$ cat src/rtl/fir_sample_pacer.sv
// Sample pacer for an FIR filter input: buffers source samples in a small FIFO
// and releases one registered sample every RATE clocks once half full.
module fir_sample_pacer #(
   parameter int unsigned W     = 4,
   parameter int unsigned DEPTH = 4,
   parameter int unsigned RATE  = 8
) (
   input  logic                     clk,
   input  logic                     rstn,
   input  logic [W-1:0]             in_data,
   input  logic                     in_valid,
   output logic                     in_ready,
   output logic [W-1:0]             out_sample,
   output logic                     out_strobe,
   input  logic                     clr_ufl,
   output logic                     underflow,
   output logic [$clog2(DEPTH):0]   count
);

   localparam int unsigned AW = $clog2(DEPTH);
   localparam int unsigned CW = AW + 1;
   localparam int unsigned RW = $clog2(RATE);

   typedef enum logic {FILL, RUN} state_t;

   state_t          state_q, state_d;
   logic [W-1:0]    mem_q [DEPTH];
   logic [AW-1:0]   rd_q, rd_d, wr_q, wr_d;
   logic [CW-1:0]   count_q, count_d;
   logic [RW-1:0]   rate_q, rate_d;
   logic [W-1:0]    out_q, out_d;
   logic            strobe_q, strobe_d;
   logic            ufl_q, ufl_d;

   logic            push, tick, pop, ufl_set;

   assign in_ready = (count_q < CW'(DEPTH));
   assign push     = in_valid & in_ready;

   always_ff @(posedge clk) begin
      if (rstn) state_q <= FILL;
      else      state_q <= state_d;
   end

   always_comb begin
      state_d = state_q;
      case (state_q)
         FILL:    if (count_q >= CW'(DEPTH / 2)) state_d = RUN;
         RUN:     if (ufl_set) state_d = FILL;
         default: state_d = FILL;
      endcase
   end

   // A tick with an empty FIFO is an underflow even if a push lands on the same edge.
   always_comb begin
      tick    = (state_q == RUN) && (rate_q == RW'(RATE - 1));
      pop     = tick && (count_q != '0);
      ufl_set = tick && (count_q == '0);
      rate_d  = '0;
      if (state_q == RUN && state_d == RUN)
         rate_d = tick ? '0 : rate_q + RW'(1);
   end

   always_comb begin
      rd_d     = pop  ? rd_q + AW'(1) : rd_q;
      wr_d     = push ? wr_q + AW'(1) : wr_q;
      count_d  = count_q;
      case ({push, pop})
         2'b10:   count_d = count_q + CW'(1);
         2'b01:   count_d = count_q - CW'(1);
         default: count_d = count_q;
      endcase
      out_d    = pop ? mem_q[rd_q] : out_q;
      strobe_d = pop;
      ufl_d    = ufl_q;
      if (ufl_set)      ufl_d = 1'b1;
      else if (clr_ufl) ufl_d = 1'b0;
   end

   always_ff @(posedge clk) begin
      if (rstn) begin
         rd_q     <= '0;
         wr_q     <= '0;
         count_q  <= '0;
         rate_q   <= '0;
         out_q    <= '0;
         strobe_q <= 1'b0;
         ufl_q    <= 1'b0;
      end else begin
         rd_q     <= rd_d;
         wr_q     <= wr_d;
         count_q  <= count_d;
         rate_q   <= rate_d;
         out_q    <= out_d;
         strobe_q <= strobe_d;
         ufl_q    <= ufl_d;
      end
   end

   always_ff @(posedge clk) begin
      if (!rstn && push) mem_q[wr_q] <= in_data;
   end

   assign out_sample = out_q;
   assign out_strobe = strobe_q;
   assign underflow  = ufl_q;
   assign count      = count_q;

endmodule

$ cat config.mk
export PLATFORM = sky130hd
export DESIGN_NAME = fir_sample_pacer
export DESIGN_NICKNAME = d
export VERILOG_FILES = /design/src/rtl/fir_sample_pacer.sv
export SDC_FILE = /design/constraint.sdc
export NUM_CORES = 1
export LEC_CHECK = 0
export CORE_MARGIN = 5
export CORE_UTILIZATION = 65
export CTS_BUF_LIST = sky130_fd_sc_hd__clkbuf_8 sky130_fd_sc_hd__clkbuf_16
export DETAILED_ROUTE_END_ITERATION = 7
export DONT_BUFFER_PORTS = 1
export PLACE_DENSITY_LB_ADDON = 0.1
export SETUP_SLACK_MARGIN = 0.1
export SKIP_CTS_REPAIR_TIMING = 1
export SLEW_MARGIN = 25
export SYNTH_ARGS = -nofsm -noshare
export SYNTH_HDL_FRONTEND = slang
export SYNTH_SLANG_ARGS = --single-unit
$ cat constraint.sdc
create_clock -name clk -period 6.91 [get_ports clk]
set_clock_uncertainty 0.05 [all_clocks]
set_input_delay 1.0365 -clock clk [delete_from_list [all_inputs] [get_ports clk]]
set_output_delay 1.0365 -clock clk [all_outputs]
set_load 0.02 [all_outputs]
==> flow_summary_export.csv, run 1 <==
group,metric,value,unit
status,status,"complete, no violations",
clocking,clkSlewWorstSetupHoldPaths,70,ps
drt,ant_nets,0,
timing,hold_violations,0,
setup_path,worstSetupStartpointType,"register",
global_route,overflow,0,
drt,drt_iter0_drc,11,
timing,max_freq,370.4,MHz
clocking,cts_root_buf,"clkbuf_8",
power_and_ir_drop,powerDensity,263.7,mW/mm²
setup_path,worstPathArrival,2860,ps
logic_synthesis,synth_top_area_share,35.62,%
power_and_ir_drop,p_seq_share,56.3,%
drt,met3WireLength,133,µm
setup_path,crit_fanout,9,
global_route,grt_pass1_vias,793,
power_and_ir_drop,peakVddDrop,210.2,µV
logic_synthesis,synthCells,107,
logic_synthesis,yosysWarnings,0,
cells_and_area,final_cell_area,0.001471,mm²
power_and_ir_drop,p_int,308.2,µW
global_route,antenna_found_initial,0,
placed_design,hpwl,1640,µm
placed_design,dpl_cell_area,0.001370,mm²
cells_and_area,multi_input_area,478.0,µm²
setup_path,worstPathRequired,7070,ps
cells_and_area,layout_common_cells,"dfxtp_1 (17), edfxtp_1 (16), nand2_1 (12), inv_1 (10), a21oi_1 (9)",
logic_synthesis,avgSynthCellArea,12.61,µm²
power_and_ir_drop,p_leak,0.0005272,µW
floorplanning,die_w,55.55,µm
power_and_ir_drop,p_sw,79.82,µW
drt,wl,2126,µm
timing,timing.final.crit_share,39.07,%
floorplanning,num_io_pins,18,
cells_and_area,n_antenna_cell,0,
clocking,htree_levels,2,
timing,period_needed,2700,ps
clocking,clock_sinks,33,
timing,drv_slew,0,
setup_path,crit_path_end_kind,"register",
placed_design,io_buffers,0,
timing,setup_viol,0,
drt,wl_met1,792,µm
power_and_ir_drop,clkPwrFrac,39.7,%
cells_and_area,regArea,820.8,µm²
timing,setup_tns,0,ps
clocking,clock_path_buffers,2,
worst_hold_path,hp-class,"reg -> reg",
cells_and_area,drive_gt1_share,13.39,%
logic_synthesis,synth_fp_nets,123,
clocking,cts_inserted_buffers,5,
global_route,grt_max_degree,17,
drt,routedWlPerCell,15.29,µm
logic_synthesis,synth_top_area_cell,"edfxtp_1",
logic_synthesis,ys_ff_latch,33,
floorplanning,die_y,55.55,µm
logic_synthesis,syn_area,0.001349,mm²
cells_and_area,final_common_cell,"dfxtp_1",
floorplanning,start_util,68.75,%
placed_design,gp_congestion,0.6918,
drt,drcViolationCount,0,
drt,vias_per_cell,5.561,
logic_synthesis,ys_top_cells_by_area,"edfxtp_1 (36%), dfxtp_1 (25%), mux4_2 (6.7%)",
drt,vias,773,
setup_path,crit_type,"reg -> reg",
global_route,grt_pass1_wl,3450,µm
floorplanning,dieArea,0.003086,mm²
cells_and_area,fillers,146,
power_and_ir_drop,p_comb_share,4.0,%
timing,max-slew-margin-rel,69.53,%
drt,top_layer,"met4",
timing,worst_pin_slew,456.5,ps
timing,grt_setup_unrepaired,"no",
global_route,grt.total_usage,14.92,%
clocking,cts_tree,"yes",
cells_and_area,nNetsFinal,127,
drt,firstDrtPassIters,4,
floorplanning,rows,16,
power_and_ir_drop,swShare,20.57,%
drt,met2RoutedLength,1175,µm
flow_run,maxCapViolations,0,
logic_synthesis,yosysSeqAreaShare,60.85,%
logic_synthesis,synth_cell_types,24,
cells_and_area,syn_to_final_growth,9.091,%
clocking,clk_latency,270,ps
floorplanning,core,0.001962,mm²
## Yosys cell counts
cell type,n
dfxtp_1,17
edfxtp_1,16
nand2_1,12
inv_1,10
a21oi_1,9
ha_1,7
nor2_1,7
and2_1,6
mux4_2,4
clkbuf_1,2
nor3_1,2
o21ai_0,2
xor2_1,2
a311oi_1,1
a32oi_1,1
and2b_2,1
buf_2,1
fa_1,1
nor2b_1,1
nor3b_1,1
o311ai_4,1
or3_1,1
or3_2,1
xnor2_1,1
## cell type report
cell class	count	share of cell area, %
sequential	33	55.78
tap	27	2.296
clock buffer	7	6.548
inverter	10	2.551
multi-input combinational	61	32.48
clock inverter	1	0.3401
## power by group through the flow
stage | registers, µW | logic (µW) | clock network, µW
after floorplan | 221 | 14.3 | 0
after global placement | 222 | 15.3 | 0
after detailed placement | 223 | 15.7 | 0
after CTS | 219 | 15.9 | 156
after global routing | 219 | 18.5 | 166
final | 219 | 15.5 | 154
## through the flow
| step | total power (µW) | util, % | instances | hold WS [ps] | setup slack (ps) |
|---|---|---|---|---|---|
| 3_3_place_gp | 237.6 | 69.83 | 131 | 359.7 | 4198 |
| 3_5_place_dp | 238.7 | 69.83 | 131 | 372.8 | 4117 |
| 4_1_cts | 391.0 | 75.00 | 139 | 383.1 | 4187 |
| 2_1_floorplan | 235.6 | - | 107 | 348.4 | 4219 |
| 5_1_grt | 404.1 | 75.00 | 139 | 413.0 | 4017 |
| 6_report | 388.0 | 75.00 | 139 | 382.3 | 4210 |
## state kept, by name, indices dropped and copies added (netlist names)
| name | count |
|---|---|
| count | 3 |
| mem_q | 16 |
| out_sample | 4 |
| out_strobe | 1 |
| rate_q | 3 |
| rd_q | 2 |
| state_q | 1 |
| underflow | 1 |
| wr_q | 2 |
## path summary, 6_finish.rpt
path,endpoint,from,cells past startpoint,slack (ps)
worst max-delay path,count[2],rate_q[0],10,4210
worst min-delay path,rate_q[0],rate_q[0],1,380
worst max register to register,count[2],rate_q[0],10,4210
worst min register to register,rate_q[0],rate_q[0],1,380
## layer usage
layer	vias up	global-route usage, %
li1	373	-
met1	377	15.17
met2	19	25.68
met3	4	6.760
met4	0	7.292
met5	-	0
## critical path, stage by stage (launching register included)
cell	delay (ps)
dfxtp_1	340
ha_1	180
ha_1	280
o311ai_4	190
inv_1	220
ha_1	220
inv_1	60
fa_1	370
xor2_1	160
or3_2	400
a21oi_1	150
## kinds of logic after synthesis
| group | share of synthesized area (%) |
|---|---|
| muxes | 6.679 |
| and+or+nand+nor | 11.50 |
| buffers and inverters | 3.711 |
| xor gates and xnor gates | 1.948 |
| DFF | 60.85 |
| adders and majority gates | 7.977 |
| AOI/OAI and AO/OA | 7.329 |
Power figures use the tool's default switching activity.
==> inputs of run 2 (changes only) <==
- CORE_UTILIZATION: 65 -> 54
- clock period: 6.91 -> 2.4 ns (I/O delays scaled with it)
==> run 2 against run 1 <==
Effect of this change:
- combinational power grew to 4.0 times the previous value
- non-clock buffer count increased by 5
- via count up 1.2%
- global-route usage shrank 0.56 points
- count of clock-buffer cells in the layout decreased by 2
- power grew to 2.8 times the previous value
- sequential cell count is the same
- utilization fell by 12 points
==> flow_summary_export.csv, run 2 (synthesized netlist as in run 1, its figures left out) <==
group,metric,value,unit
status,status,"complete, no violations",
setup_path,r2r_end,"count[2]",
placed_design,hpwl,1578,µm
clocking,cts_root_buf,"clkbuf_8",
cells_and_area,post-route-util,62.60,%
flow_run,maxCapViolations,0,
setup_path,cpMaxStageDelayCell,"or3_2",
setup_path,crit_top_cell,"ha_2",
timing,grt_setup_unrepaired,"no",
timing,setup_viol,0,
drt,vias,782,
setup_path,r2r-start,"rate_q[0]",
global_route,overflow,0,
drt,vias_per_cell,5.320,
setup_path,worstPathArrival,2360,ps
floorplanning,die_y,59.98,µm
cells_and_area,drive_gt1_share,23.93,%
worst_hold_path,min_to,"count[2]",
worst_hold_path,whs_path_depth,1,
drt,routedWlPerCell,14.48,µm
clocking,clock_sinks,33,
setup_path,crit_path_end_kind,"register",
setup_path,crit_type,"reg -> reg",
cells_and_area,largest_reg_flops,16,
clocking,cts_inserted_buffers,5,
floorplanning,core,0.002432,mm²
setup_path,ff2ff_path_depth,10,
global_route,antenna_found_initial,0,
floorplanning,rows,18,
global_route,grt_pass1_vias,803,
placed_design,dpl_cell_area,0.001414,mm²
setup_path,worstSetupStartpointType,"register",
drt,wl,2129,µm
setup_path,worstPathRequired,2570,ps
placed_design,gp_congestion,0.6771,
setup_path,rrSetupSlack,210,ps
timing,setup_tns,0,ps
drt,firstDrtPassIters,4,
drt,drt_iter0_drc,50,
worst_hold_path,hp-start,"rstn",
power_and_ir_drop,p_leak,0.0005375,µW
setup_path,worstSetupStartpoint,"rate_q[0]",
cells_and_area,fillers,199,
timing,worst_pin_slew,339.3,ps
clocking,clkSlewWorstSetupHoldPaths,70,ps
cells_and_area,top_register,"mem_q",
clocking,clk_latency,280,ps
cells_and_area,final_common_cell,"edfxtp_1",
clocking,htree_levels,2,
timing,max_freq,455.6,MHz
floorplanning,dieArea,0.003597,mm²
timing,period_needed,2195,ps
cells_and_area,nNetsFinal,132,
timing,max-slew-margin-rel,77.35,%
setup_path,crit_fanout,4,
placed_design,io_buffers,0,
setup_path,cp_num_buf_inv,2,
cells_and_area,n_antenna_cell,0,
timing,hold_violations,0,
cells_and_area,syn_to_final_growth,12.89,%
global_route,grt.total_usage,14.36,%
cells_and_area,final_cell_area,0.001523,mm²
drt,ant_nets,0,
clocking,clock_path_buffers,2,
power_and_ir_drop,powerDensity,705.2,mW/mm²
setup_path,cp_cell_sequence,"ha_2 > ha_4 > o311ai_4 > inv_2 > ha_2 > inv_1 > fa_2 > xor2_1 > or3_2 > a21oi_2",
global_route,grt_max_degree,17,
clocking,cts_tree,"yes",
drt,drcViolationCount,0,
cells_and_area,layout_common_cells,"edfxtp_1 (16), dfxtp_1 (15), nand2_1 (12), inv_1 (9), a21oi_1 (8)",
floorplanning,num_io_pins,18,
timing,drv_slew,0,
worst_hold_path,hp-class,"in -> reg",
power_and_ir_drop,peakVddDrop,474.4,µV
setup_path,critPathTopFamily,"adder cells",
floorplanning,start_util,55.45,%
timing,timing.final.crit_share,91.45,%
setup_path,cp_slowest_stage_delay,420,ps
floorplanning,die_w,59.98,µm
global_route,grt_pass1_wl,3519,µm
## run 2: metal layers
| layer | vias up | track usage, % | share of wire, % |
|---|---|---|---|
| met4 | 0 | 8.544 | 1.4 |
| met5 | - | 0 | 0 |
| met2 | 20 | 21.60 | 48 |
| met1 | 375 | 16.46 | 44 |
| li1 | 385 | - | - |
| met3 | 2 | 6.911 | 6.5 |
## run 2: report_power, final
group / internal (µW) / switching, µW / leakage (µW) / total [µW]
clock: 200 / 191 / 0.0000482 / 391
sequential: 608 / 12.8 / 0.000284 / 621
combinational: 26.2 / 35.8 / 0.000205 / 62.0
## run 2: layout make-up
| type | count | area, µm² | area share, % |
|---|---|---|---|
| clock inverters | 3 | 16.27 | 1.068 |
| well taps | 30 | 37.54 | 2.465 |
| multi-input cells | 61 | 501.7 | 32.95 |
| inverters | 10 | 37.54 | 2.465 |
| clock buffers | 5 | 68.82 | 4.519 |
| repair buffers | 5 | 37.54 | 2.465 |
| flip-flops and latches | 33 | 823.3 | 54.07 |
## run 2: worst max path at each step
stage / end / slack [ps] / depth (start not counted)
after global routing: count[2] / 110 / 10
after detailed placement: count[2] / 100 / 10
after floorplan: count[2] / 100 / 10
after CTS: count[2] / 80 / 10
final: count[2] / 210 / 10
after global placement: count[2] / 180 / 10
## run 2: metrics by stage
step	hold slack (ps)	setup slack (ps)	cells	power, µW
2_1_floorplan	348.4	101.5	107	678.3
3_5_place_dp	365.7	96.89	139	694.3
6_report	75.74	205.1	147	1074
5_1_grt	65.56	113.6	147	1124
3_3_place_gp	355.6	175.5	139	690.6
4_1_cts	80.04	84.37	147	1087
